--- src/rtl/sfp_pkg.sv ---
// sfp_pkg: shared definitions for the SFP row sequencer.
//   - default lane count and data widths of the SFP stage
//   - default phase lengths for the acc / div / wait phases
//   - FSM state encoding used by sfp_seq
package sfp_pkg;

  localparam int COL       = 8;
  localparam int BW        = 8;
  localparam int BW_PSUM   = 2*BW + 3;
  localparam int OUT_SHIFT = 8;
  localparam int BW_OUT    = OUT_SHIFT + 1;

  localparam int ACC_CYC   = 2;
  localparam int DIV_CYC   = 2;
  localparam int WAIT_CYC  = 2;

  // Width of the shared phase counter; must hold max(phase length)-1.
  localparam int CTR_W     = 4;

  typedef enum logic [3:0] {
    S_IDLE,
    S_RD,
    S_LOAD,
    S_ACC,
    S_GAP,
    S_DIV,
    S_WAIT,
    S_WR,
    S_DONE
  } sfp_state_e;

endpackage

--- src/rtl/sfp_seq_ctr.sv ---
// sfp_seq_ctr: down-counter timing the multi-cycle phases of sfp_seq.
//   clk, reset  : clock, synchronous active-high reset
//   load_i      : load load_val_i this edge (wins over decrement)
//   load_val_i  : phase length minus one
//   zero_o      : count has reached zero (last cycle of the phase)
// The count sticks at zero between phases, so it never needs disabling.
module sfp_seq_ctr
  import sfp_pkg::*;
#(
  parameter int W = CTR_W
) (
  input  logic         clk,
  input  logic         reset,
  input  logic         load_i,
  input  logic [W-1:0] load_val_i,
  output logic         zero_o
);

  logic [W-1:0] cnt_q;

  always_ff @(posedge clk) begin
    if (reset)              cnt_q <= '0;
    else if (load_i)        cnt_q <= load_val_i;
    else if (cnt_q != '0)   cnt_q <= cnt_q - W'(1);
  end

  assign zero_o = (cnt_q == '0);

endmodule

--- src/rtl/sfp_seq.sv ---
// sfp_seq: row sequencer for the SFP normalization stage.
// Per row: read psum SRAM (RD), register the row into sfp_in (LOAD),
// hold acc (ACC), one idle cycle (GAP), hold div (DIV), let sfp_row
// settle (WAIT), then write sfp_out to the output SRAM (WR).
//   clk, reset           : clock, synchronous active-high reset
//   start                : launch request, sampled only in IDLE
//   num_rows/psum_base/out_base : job descriptor, latched at start
//   busy, done           : job status (done is a one-cycle pulse)
//   psum_cen/psum_a/psum_q       : psum SRAM read port (1-cycle latency)
//   acc, div, sfp_in, sfp_out    : sfp_row row protocol
//   out_cen/out_wen/out_a/out_d  : output SRAM write port
module sfp_seq
  import sfp_pkg::*;
#(
  parameter int col       = COL,
  parameter int bw        = BW,
  parameter int bw_psum   = 2*bw + 3,
  parameter int out_shift = OUT_SHIFT,
  parameter int bw_out    = out_shift + 1,
  parameter int addr_w    = 4,
  parameter int acc_cyc   = ACC_CYC,
  parameter int div_cyc   = DIV_CYC,
  parameter int wait_cyc  = WAIT_CYC
) (
  input  logic                    clk,
  input  logic                    reset,
  input  logic                    start,
  input  logic [addr_w:0]         num_rows,
  input  logic [addr_w-1:0]       psum_base,
  input  logic [addr_w-1:0]       out_base,
  output logic                    busy,
  output logic                    done,
  output logic                    psum_cen,
  output logic [addr_w-1:0]       psum_a,
  input  logic [col*bw_psum-1:0]  psum_q,
  output logic                    acc,
  output logic                    div,
  output logic [col*bw_psum-1:0]  sfp_in,
  input  logic [col*bw_out-1:0]   sfp_out,
  output logic                    out_cen,
  output logic                    out_wen,
  output logic [addr_w-1:0]       out_a,
  output logic [col*bw_out-1:0]   out_d
);

  sfp_state_e              state_q;
  logic [addr_w:0]         num_q, row_q, row_nxt;
  logic [addr_w-1:0]       pbase_q, obase_q;
  logic                    busy_q, done_q, acc_q, div_q;
  logic                    psum_cen_q, out_cen_q, out_wen_q;
  logic [addr_w-1:0]       psum_a_q, out_a_q;
  logic [col*bw_psum-1:0]  sfp_in_q;

  logic                    ctr_load, ctr_zero;
  logic [CTR_W-1:0]        ctr_val;

  assign row_nxt = row_q + (addr_w+1)'(1);

  // Each phase counter load happens on the edge that enters the phase.
  always_comb begin
    ctr_load = 1'b0;
    ctr_val  = '0;
    unique case (state_q)
      S_LOAD:  begin ctr_load = 1'b1; ctr_val = CTR_W'(acc_cyc - 1); end
      S_GAP:   begin ctr_load = 1'b1; ctr_val = CTR_W'(div_cyc - 1); end
      S_DIV:   begin ctr_load = ctr_zero; ctr_val = CTR_W'(wait_cyc - 1); end
      default: ;
    endcase
  end

  sfp_seq_ctr #(.W(CTR_W)) u_ctr (
    .clk        (clk),
    .reset      (reset),
    .load_i     (ctr_load),
    .load_val_i (ctr_val),
    .zero_o     (ctr_zero)
  );

  // Outputs are registered for the state being entered, so each strobe
  // is high exactly in the cycles its state occupies.
  always_ff @(posedge clk) begin
    if (reset) begin
      state_q    <= S_IDLE;
      num_q      <= '0;
      row_q      <= '0;
      pbase_q    <= '0;
      obase_q    <= '0;
      busy_q     <= 1'b0;
      done_q     <= 1'b0;
      acc_q      <= 1'b0;
      div_q      <= 1'b0;
      psum_cen_q <= 1'b1;
      out_cen_q  <= 1'b1;
      out_wen_q  <= 1'b1;
      psum_a_q   <= '0;
      out_a_q    <= '0;
      sfp_in_q   <= '0;
    end else begin
      done_q     <= 1'b0;
      acc_q      <= 1'b0;
      div_q      <= 1'b0;
      psum_cen_q <= 1'b1;
      out_cen_q  <= 1'b1;
      out_wen_q  <= 1'b1;
      unique case (state_q)
        S_IDLE: if (start) begin
          num_q   <= num_rows;
          pbase_q <= psum_base;
          obase_q <= out_base;
          row_q   <= '0;
          if (num_rows == '0) begin
            state_q <= S_DONE;
            done_q  <= 1'b1;
          end else begin
            state_q    <= S_RD;
            busy_q     <= 1'b1;
            psum_cen_q <= 1'b0;
            psum_a_q   <= psum_base;
          end
        end
        S_RD:   state_q <= S_LOAD;
        S_LOAD: begin
          sfp_in_q <= psum_q;
          state_q  <= S_ACC;
          acc_q    <= 1'b1;
        end
        S_ACC:  if (ctr_zero) state_q <= S_GAP;
                else          acc_q   <= 1'b1;
        S_GAP:  begin
          state_q <= S_DIV;
          div_q   <= 1'b1;
        end
        S_DIV:  if (ctr_zero) state_q <= S_WAIT;
                else          div_q   <= 1'b1;
        S_WAIT: if (ctr_zero) begin
          state_q   <= S_WR;
          out_cen_q <= 1'b0;
          out_wen_q <= 1'b0;
          out_a_q   <= obase_q + row_q[addr_w-1:0];
        end
        S_WR: begin
          if (row_nxt == num_q) begin
            state_q <= S_DONE;
            done_q  <= 1'b1;
            busy_q  <= 1'b0;
          end else begin
            row_q      <= row_nxt;
            state_q    <= S_RD;
            psum_cen_q <= 1'b0;
            psum_a_q   <= pbase_q + row_nxt[addr_w-1:0];
          end
        end
        S_DONE:  state_q <= S_IDLE;
        default: state_q <= S_IDLE;
      endcase
    end
  end

  assign busy     = busy_q;
  assign done     = done_q;
  assign acc      = acc_q;
  assign div      = div_q;
  assign psum_cen = psum_cen_q;
  assign psum_a   = psum_a_q;
  assign sfp_in   = sfp_in_q;
  assign out_cen  = out_cen_q;
  assign out_wen  = out_wen_q;
  assign out_a    = out_a_q;
  // sfp_out must be the value present during WR, so the write data is a
  // gated pass-through rather than a register; zero whenever not writing.
  assign out_d    = out_wen_q ? '0 : sfp_out;

endmodule

--- config.mk ---
export PLATFORM = sky130hd
export DESIGN_NAME = sfp_seq
export DESIGN_NICKNAME = d
export VERILOG_FILES = /design/src/rtl/sfp_pkg.sv /design/src/rtl/sfp_seq_ctr.sv /design/src/rtl/sfp_seq.sv
export SDC_FILE = /design/constraint.sdc
export NUM_CORES = 1
export LEC_CHECK = 0
export ABC_CLOCK_PERIOD_IN_PS = 2500
export CORE_AREA = 2 2 186 188
export CTS_CLUSTER_DIAMETER = 120
export DETAILED_ROUTE_END_ITERATION = 10
export DIE_AREA = 0 0 188 190
export MAX_ROUTING_LAYER = met4
export PLACE_DENSITY_LB_ADDON = 0.25
export SKIP_CTS_REPAIR_TIMING = 1
export SYNTH_ARGS = -nofsm -noshare
export SYNTH_HDL_FRONTEND = slang
export SYNTH_HIERARCHICAL = 1
export SYNTH_SLANG_ARGS = --single-unit
export TNS_END_PERCENT = 50
--- constraint.sdc ---
create_clock -name clk -period 2.5 [get_ports clk]
set_input_delay 0.625 -clock clk [delete_from_list [all_inputs] [get_ports clk]]
set_output_delay 0.625 -clock clk [all_outputs]
set_load 0.05 [all_outputs]
Word-level counts from Yosys, hierarchy flattened
Cells that the tools add are included.
Storage, ports and cells
  bits in registers: 192
  output and inout port bits: 239
  word-level logic and storage cells: 82
Operators by class
  add/sub/neg operators: 4
  eq/ne operators: 15
  mux-type cells: 32
  bitwise gates (word level): 1
  reductions and logical operators: 15
Operators with widths (count)
  $mux 72: 1
  $mux 4: 11
  $pmux 4 s8: 1
  $eq 4x3->1 const B: 4
  $ne 2x2->1 const B: 7
  $pmux 1 s2: 6
  $reduce_and 4->1: 3
  $mux 5: 2
  $pmux 5 s2: 1
  $mux 1: 9
  $add 4x4->4: 2
  $eq 4x2->1 const B: 2
  $logic_not 4->1: 2
  $pmux 4 s2: 1
  $add 5x1->5 const B: 1
  $eq 5x5->1: 1
  $logic_not 5->1: 1
  $eq 4x1->1 const B: 1
  $reduce_and 2->1: 2
  $reduce_bool 2->1: 2
  $reduce_bool 4->1: 1
  $reduce_or 2->1: 2
  $sub 4x1->4 const B: 1
  $reduce_and 3->1: 1
  other kinds (2): 2

Logic depth before layout (Yosys ltp)
Gate-level depths: netlist of the first run.
  word-level depth: 4
  mapped depth: 9
  depth with buffers taken out: 9

Hierarchy
The synthesis of the first run kept the hierarchy.
Modules (own cells, without submodules)
  sfp_seq: times used 1, cells an instance 984, area an instance 7662.3 um^2, sequential area each 3763.6 um^2
  sfp_seq_ctr: times used 1, cells an instance 24, area an instance 229.0 um^2, sequential area each 80.1 um^2

Worst setup path after synthesis of the first run
OpenSTA, ideal clock, no wires.
  kind: register to output
  from: register out_wen_q, in the netlist out_wen
  to: output port out_d[10]
  arrival time: 1.635 ns
  setup slack: 0.240 ns
  cell stages (with the launch flop): 4
  path buffers: 2
  cell sequence: dfxtp_1 -> clkbuf_1 -> clkbuf_1 -> nor2b_1
On the way
  word-level cells in the longest chain between the ends: 1
RTL lines
  start: declaration: line sfp_seq.sv:50  | logic psum_cen_q, out_cen_q, out_wen_q;
  start signal: assignment: line sfp_seq.sv:94  | out_wen_q <= 1'b1;
  start signal: assignment: line sfp_seq.sv:104  | out_wen_q <= 1'b1;
  start signal: assignment: line sfp_seq.sv:138  | out_wen_q <= 1'b0;
  $mux 72: line sfp_seq.sv:171  | assign out_d = out_wen_q ? '0 : sfp_out;
  end: declaration: line sfp_seq.sv:43  | output logic [col*bw_out-1:0] out_d
No other way between the ends.

Final worst setup path of the first run
  from: register out_a_q[3], in the netlist out_a[3]
  to: output port out_a[3]
RTL lines
  start: declaration: line sfp_seq.sv:51  | logic [addr_w-1:0] psum_a_q, out_a_q;
  start signal: assignment: line sfp_seq.sv:139  | out_a_q <= obase_q + row_q[addr_w-1:0];
  end: declaration: line sfp_seq.sv:42  | output logic [addr_w-1:0] out_a,
No word-level cell between the ends.

==> flow_summary.json, run 1 <==
{
  "net-switching-power_mw": 4.06,
  "setup_viol_count_final": 0,
  "max-slew-margin-rel_pct": 59.8,
  "instances_no_fill": 1925,
  "hold_class": "flop to flop",
  "yosysTopAreaCell": "sky130_fd_sc_hd__dfxtp_1",
  "r2r_setup_slack_ns": 0.31,
  "timing.max_cap.violations": 0,
  "clockBufferDepth": 2,
  "cellPowerDensity_mw_per_mm2": 724,
  "irDropWorstVdd_v": 0.000478,
  "yosysWarningCount": 6,
  "core_area_sq_mm": 0.0339,
  "core.rowCount": 68,
  "path_buf_inv": 1,
  "total_global_routing_track_utilization_pct": 17.7,
  "multi_input_comb_area_sq_mm": 0.00370,
  "drt_first_iter_violations": 291,
  "critical_path_peak_fanout": 2,
  "grt_first_pass_wirelength_mm": 47.1,
  "synth-main-ff-cell": "sky130_fd_sc_hd__dfxtp_1",
  "finalCritPeriodShare_pct": 91.4,
  "worst_hold_slack_ns": 0.454,
  "detailroute.via_count": 8373,
  "yosys.cell_types.count": 54,
  "synth_top_area_share_pct": 48.7,
  "synth.cell_area_sq_mm": 0.00789,
  "hold-path-cell-count": 2,
  "startpoint_type": "flop",
  "setup.worst_path.class": "flop to primary output",
  "via_per_inst": 4.35,
  "timing.critical_path.slowest_stage_cell": "sky130_fd_sc_hd__clkdlybuf4s50_1",
  "drtAntennaViolNets": 0,
  "r2r_end": "psum_a[3]$_SDFFE_PP0P_",
  "worst_clock_skew_ns": 0.0115,
  "number_of_buffers_added_by_the_clock_tree_synthesis_step": 17,
  "antenna_violations_before_repair": 6,
  "startpoint": "out_a[3]$_SDFFE_PP0P_",
  "detail_route.wl_per_cell_um": 16.2,
  "synth_top_cells_by_count": "sky130_fd_sc_hd__nand2_1, sky130_fd_sc_hd__dfxtp_1, sky130_fd_sc_hd__a21oi_1, sky130_fd_sc_hd__nor2b_1, sky130_fd_sc_hd__clkbuf_1",
  "hpwl_mm": 23.8,
  "replace_congestion": 0.874,
  "p_comb_share_pct": 38.4,
  "synth-seq-area-share_pct": 48.7,
  "fp.dieArea_sq_mm": 0.0357,
  "critical_path.cell_chain": "clkdlybuf4s50_1",
  "chipWidth_um": 188,
  "max_clock_freq_ghz": 0.438,
  "start_of_the_worst_register_to_register_path": "row_q[1]$_SDFFE_PP0P_",
  "final_setup_tns_ns": 0,
  "internal_power_mw": 6.42,
  "tightest_slew_ns": 0.601,
  "clkLatencyLatePin_ns": 0.45,
  "status": "completed",
  "placedCellCount": 1887,
  "worst_hold_startpoint": "sfp_in[146]$_SDFFE_PP0P_",
  "detail_route.first_pass.iterations": 4,
  "effective_utilization_at_floorplan_pct": 23.2,
  "worst-endpoint-arrival_ns": 1.66,
  "drcViolationCount": 0,
  "switching_share_pct": 38.8,
  "yosys.cell_count.top_type": "sky130_fd_sc_hd__nand2_1",
  "htree_levels": 4,
  "grt_pass1_vias": 8263,
  "critPathTopFamily": "buffers and inverters",
  "setup_repair_after_global_routing_missed_its_margin": "no",
  "timing.critical_path.slowest_cell_delay_ns": 0.86,
  "final.min_clock_period_ns": 2.28,
  "placement.io_buffers": 478,
  "grt_start_max_net_pins": 92,
  "dp_worst_setup_slack_ns": 0.0727,
  "total_leakage_power_nw": 5.11,
  "syn_to_final_growth_pct": 83.4,
  "clk_pin_slew_worst_paths_ns": 0.07,
  "global_route.overflow_total": 0,
  "post_synth_inst_count": 1008,
  "wirelength_mm": 31.1,
  "final_layout_size_suffix_gt1_share_pct": 9.90,
  "clock_power_share_pct": 26.2,
  "end_kind": "primary output",
  "seqPwrFrac_pct": 35.4,
  "top_level_ports": 479,
  "pins_over_slew_limit": 0,
  "setup_slack_ns": 0.215,
  "register_area_sq_mm": 0.00384,
  "worst_ep_required_time_ns": 1.88,
  "yosys_register_bits": 192,
  "hold_violations": 0,
  "clkSinkCount": 192,
  "ys_top_cells_by_area": "sky130_fd_sc_hd__dfxtp_1, sky130_fd_sc_hd__nand2_1, sky130_fd_sc_hd__a21oi_1",
  "synth_enable_flop_cells": 0,
  "postSynthAreaPerCell_sq_um": 7.83,
  "worst-r2r-cell-count": 8,
  "worst_hold_path.endpoint": "sfp_in[146]$_SDFFE_PP0P_",
  "cts_root_buffer": "sky130_fd_sc_hd__clkbuf_16",
  "fp.dieH_um": 190,
  "number_of_filler_instances_in_the_final_layout": 3336,
  "async_reset_ff_share_pct": 0,
  "finish.net_count": 1701,
  "cts_tree": "yes"
}
layout by cell type, fill, tap and decap left out, drive strengths merged, types with 3 or more instances in the layout:
cell type,n
a21o,3
a21oi,182
a221oi,5
a31oi,4
and3b,3
buf,97
clkbuf,20
clkdlybuf4s50,402
clkinv,5
conb,3
dfxtp,192
diode,6
ha,8
inv,16
mux2i,5
nand2,334
nand2b,6
nand3,18
nor2,18
nor2b,75
nor3,8
o211ai,4
o21ai,5
o22ai,4
or2,3
or4,3
xnor2,8
xor2,6
logic make-up after synthesis:
| kind of cell | share of synthesized area, % |
|---|---|
| flip-flops | 48.7 |
| AO/OA/AOI/OAI | 15.5 |
| AND/OR/NAND/NOR | 26.9 |
| multiplexers | 0.777 |
| buffers and inverters | 4.72 |
| other | 0.0475 |
| XOR/XNOR | 1.55 |
| adder cells (fa/ha/maj) | 1.78 |
per-stage QoR:
stage	instance area [sq um]	utilization, %	power [mW]
6_report	14500	42.6	10.5
3_3_place_gp	13900	40.9	7.80
4_1_cts	14500	42.6	10.6
2_1_floorplan	7900	-	6.29
3_5_place_dp	13900	40.9	7.83
5_1_grt	14500	42.6	11.0
final cells by class:
| cell class | instances | share of cell area [%] |
|---|---|---|
| antenna | 6 | 0.104 |
| inverter | 12 | 0.311 |
| timing repair buffer | 499 | 39.5 |
| clock buffer | 20 | 3.16 |
| tap | 455 | 3.93 |
| clock inverter | 12 | 0.873 |
| sequential | 192 | 26.6 |
| multi-input combinational | 729 | 25.5 |
power groups by stage:
stage	registers, mW	logic (mW)	clock network (mW)
finish	3.71	4.02	2.75
floorplan	4.98	1.31	0
CTS	3.72	4.06	2.84
global route	3.77	4.31	2.96
global placement	3.77	4.03	0
detailed placement	3.78	4.05	0
sequential cells by signal, indices dropped and copies added (netlist names), 4 cells and up:
register	cells
pbase_q	4
out_a	4
state_q	4
obase_q	4
num_q	5
psum_a	4
sfp_in	152
row_q	5
u_ctr/cnt_q	4
per-layer routing:
layer | vias up | GRT usage [%] | wire (um)
met2 | 310 | 30.0 | 15800
met5 | - | - | 0
met1 | 3862 | 19.8 | 12800
li1 | 4178 | - | -
met3 | 23 | 5.22 | 2140
met4 | 0 | 6.03 | 456
worst max path at each step:
stage | endpoint | slack, ns | depth (start not counted)
after floorplan | out_d[10] | 0.24 | 3
after global placement | psum_a[3]$_SDFFE_PP0P_ | 0.1 | 6
after detailed placement | row_q[0]$_SDFFE_PP0P_ | 0.07 | 6
after CTS | sfp_in[90] | 0.17 | 1
after global routing | psum_a[3]$_SDFFE_PP0P_ | 0.06 | 8
final | out_a[3] | 0.22 | 1
(Power assumes the default switching activity.)
==> run 2, diff against run 1 <==
--- a/config.mk
+++ b/config.mk
@@ -5,13 +5,14 @@
 export SDC_FILE = /design/constraint.sdc
 export NUM_CORES = 1
 export LEC_CHECK = 0
-export ABC_CLOCK_PERIOD_IN_PS = 2500
+export ABC_AREA = 0
+export ABC_CLOCK_PERIOD_IN_PS = 2300
 export CORE_AREA = 2 2 186 188
 export CTS_CLUSTER_DIAMETER = 120
 export DETAILED_ROUTE_END_ITERATION = 10
 export DIE_AREA = 0 0 188 190
 export MAX_ROUTING_LAYER = met4
-export PLACE_DENSITY_LB_ADDON = 0.25
+export PLACE_DENSITY_LB_ADDON = 0.12
 export SKIP_CTS_REPAIR_TIMING = 1
 export SYNTH_ARGS = -nofsm -noshare
 export SYNTH_HDL_FRONTEND = slang
==> constraint.sdc (replaced) <==
create_clock -name clk -period 2.3 [get_ports clk]
set_input_delay 0.575 -clock clk [delete_from_list [all_inputs] [get_ports clk]]
set_output_delay 0.575 -clock clk [all_outputs]
set_load 0.05 [all_outputs]
==> run 2 against run 1 <==
Compared with the run above: core utilization up 0.33 points; largest cell class unchanged; worst hold slack got worse by 0.027 ns; critical path type unchanged; sequential power grew 9.2%; critical path depth is the same.
==> flow_summary.json, run 2 (synthesis results as in run 1) <==
{
  "hold-path-cell-count": 2,
  "max-slew-margin-rel_pct": 46.2,
  "detailroute.via_count": 8305,
  "critical_path_peak_fanout": 2,
  "layout.cells.most_common": "sky130_fd_sc_hd__clkdlybuf4s50_1",
  "number_of_filler_instances_in_the_final_layout": 3411,
  "worst-endpoint-arrival_ns": 1.65,
  "max_clock_freq_ghz": 0.450,
  "wirelength_mm": 32.2,
  "final.min_clock_period_ns": 2.22,
  "core.rowCount": 68,
  "via_per_inst": 4.30,
  "startpoint_type": "flop",
  "htree_levels": 4,
  "post-layout-total-power_mw": 11.5,
  "worst_clock_skew_ns": 0.0127,
  "path_buf_inv": 1,
  "worst_hold_startpoint": "reset",
  "tightest_slew_ns": 0.807,
  "clock_power_share_pct": 26.3,
  "grt_pass1_vias": 8163,
  "most_frequent_cells_in_the_layout": "sky130_fd_sc_hd__clkdlybuf4s50_1, sky130_fd_sc_hd__nand2_1, sky130_fd_sc_hd__dfxtp_1, sky130_fd_sc_hd__a21oi_1, sky130_fd_sc_hd__buf_12",
  "drtAntennaViolNets": 0,
  "critPathTopFamily": "buffers and inverters",
  "internal_power_mw": 7.10,
  "final_layout_size_suffix_gt1_share_pct": 10.5,
  "pins_over_slew_limit": 0,
  "cts_tree": "yes",
  "antenna_violations_before_repair": 3,
  "grt_start_max_net_pins": 85,
  "chipWidth_um": 188,
  "largest_register_ffs": 152,
  "worst_ep_required_time_ns": 1.73,
  "final_setup_tns_ns": 0,
  "core_area_sq_mm": 0.0339,
  "drcViolationCount": 0,
  "finalCritPeriodShare_pct": 96.5,
  "instances_no_fill": 1933,
  "finish.net_count": 1711,
  "top_level_ports": 479,
  "replace_congestion": 0.848,
  "detail_route.first_pass.iterations": 4,
  "clockBufferDepth": 2,
  "cts_root_buffer": "sky130_fd_sc_hd__clkbuf_16",
  "switching_share_pct": 38.3,
  "seqPwrFrac_pct": 35.2,
  "r2r_setup_slack_ns": 0.21,
  "hpwl_mm": 24.6,
  "clkLatencyLatePin_ns": 0.44,
  "detail_route.wl_per_cell_um": 16.7,
  "total_global_routing_track_utilization_pct": 18.2,
  "clk_pin_slew_worst_paths_ns": 0.07,
  "worst_hold_path.endpoint": "psum_a[0]$_SDFFE_PP0P_",
  "setup_repair_after_global_routing_missed_its_margin": "no",
  "status": "completed",
  "number_of_buffers_added_by_the_clock_tree_synthesis_step": 17,
  "setup_viol_count_final": 0,
  "fp.dieH_um": 190,
  "net-switching-power_mw": 4.40,
  "drt_first_iter_violations": 285,
  "effective_utilization_at_floorplan_pct": 23.2,
  "hold_class": "input pin to flop",
  "placedCellCount": 1897,
  "worst-r2r-cell-count": 8,
  "cellPowerDensity_mw_per_mm2": 789,
  "total_leakage_power_nw": 5.21,
  "timing.critical_path.slowest_cell_delay_ns": 0.84,
  "p_comb_share_pct": 38.6,
  "critical_path.cell_chain": "clkdlybuf4s50_1",
  "r2r_end": "psum_a[3]$_SDFFE_PP0P_",
  "irDropWorstVdd_v": 0.000792,
  "grt_first_pass_wirelength_mm": 48.1,
  "fp.dieArea_sq_mm": 0.0357,
  "timing.max_cap.violations": 0,
  "global_route.overflow_total": 0,
  "timing.critical_path.slowest_stage_cell": "sky130_fd_sc_hd__clkdlybuf4s50_1",
  "placement.io_buffers": 478,
  "hold_violations": 0,
  "start_of_the_worst_register_to_register_path": "row_q[1]$_SDFFE_PP0P_",
  "clkSinkCount": 192,
  "syn_to_final_growth_pct": 84.8,
  "setup.worst_path.class": "flop to primary output",
  "end_kind": "primary output"
}
==> run 2: power groups by stage <==
| stage | Sequential (mW) | Combinational (mW) | Clock, mW |
|---|---|---|---|
| floorplan | 5.42 | 1.42 | 0 |
| global placement | 4.11 | 4.48 | 0 |
| detailed placement | 4.13 | 4.49 | 0 |
| CTS | 4.05 | 4.51 | 3.12 |
| global route | 4.11 | 4.76 | 3.25 |
| finish | 4.05 | 4.43 | 3.02 |
==> run 2: per-stage QoR <==
| step | setup WS (ns) | hold slack (ns) | utilization, % | instance area, sq um |
|---|---|---|---|---|
| detailed placement | -0.0645 | 0.446 | 41.2 | 14000 |
| global route | 0.00675 | 0.422 | 43.0 | 14600 |
| CTS | -0.0253 | 0.395 | 42.9 | 14600 |
| finish | 0.0794 | 0.427 | 43.0 | 14600 |
| global placement | -0.0552 | 0.441 | 41.2 | 14000 |
| floorplan | 0.0897 | 0.440 | - | 7900 |
==> run 2: how the worst max path moves through the flow <==
stage	start	end	depth (start not counted)
floorplan	out_wen$_SDFF_PP1_	out_d[10]	3
global placement	start	psum_a[3]$_SDFFE_PP0P_	6
detailed placement	start	psum_a[3]$_SDFFE_PP0P_	6
CTS	sfp_in[137]$_SDFFE_PP0P_	sfp_in[137]	1
global route	sfp_in[5]$_SDFFE_PP0P_	sfp_in[5]	1
finish	sfp_in[5]$_SDFFE_PP0P_	sfp_in[5]	1
==> run 2: layer usage <==
metal,vias to the layer above,GRT usage [%],wire length [um]
met5,-,-,0
li1,4190,-,-
met2,294,31.4,16300
met3,25,5.88,2320
met4,0,5.69,525
met1,3796,19.9,13100
==> run 2: area by class of cell <==
| cell class | instances | area, sq um | share of cell area [%] |
|---|---|---|---|
| flip-flops and latches | 192 | 3840 | 26.4 |
| repair buffers | 509 | 5840 | 40.0 |
| well taps | 455 | 569 | 3.90 |
| diodes | 4 | 10.0 | 0.0686 |
| multi-input cells | 729 | 3700 | 25.4 |
| clock buffers | 22 | 454 | 3.11 |
| inverters | 12 | 45.0 | 0.309 |
| clock inverters | 10 | 124 | 0.849 |
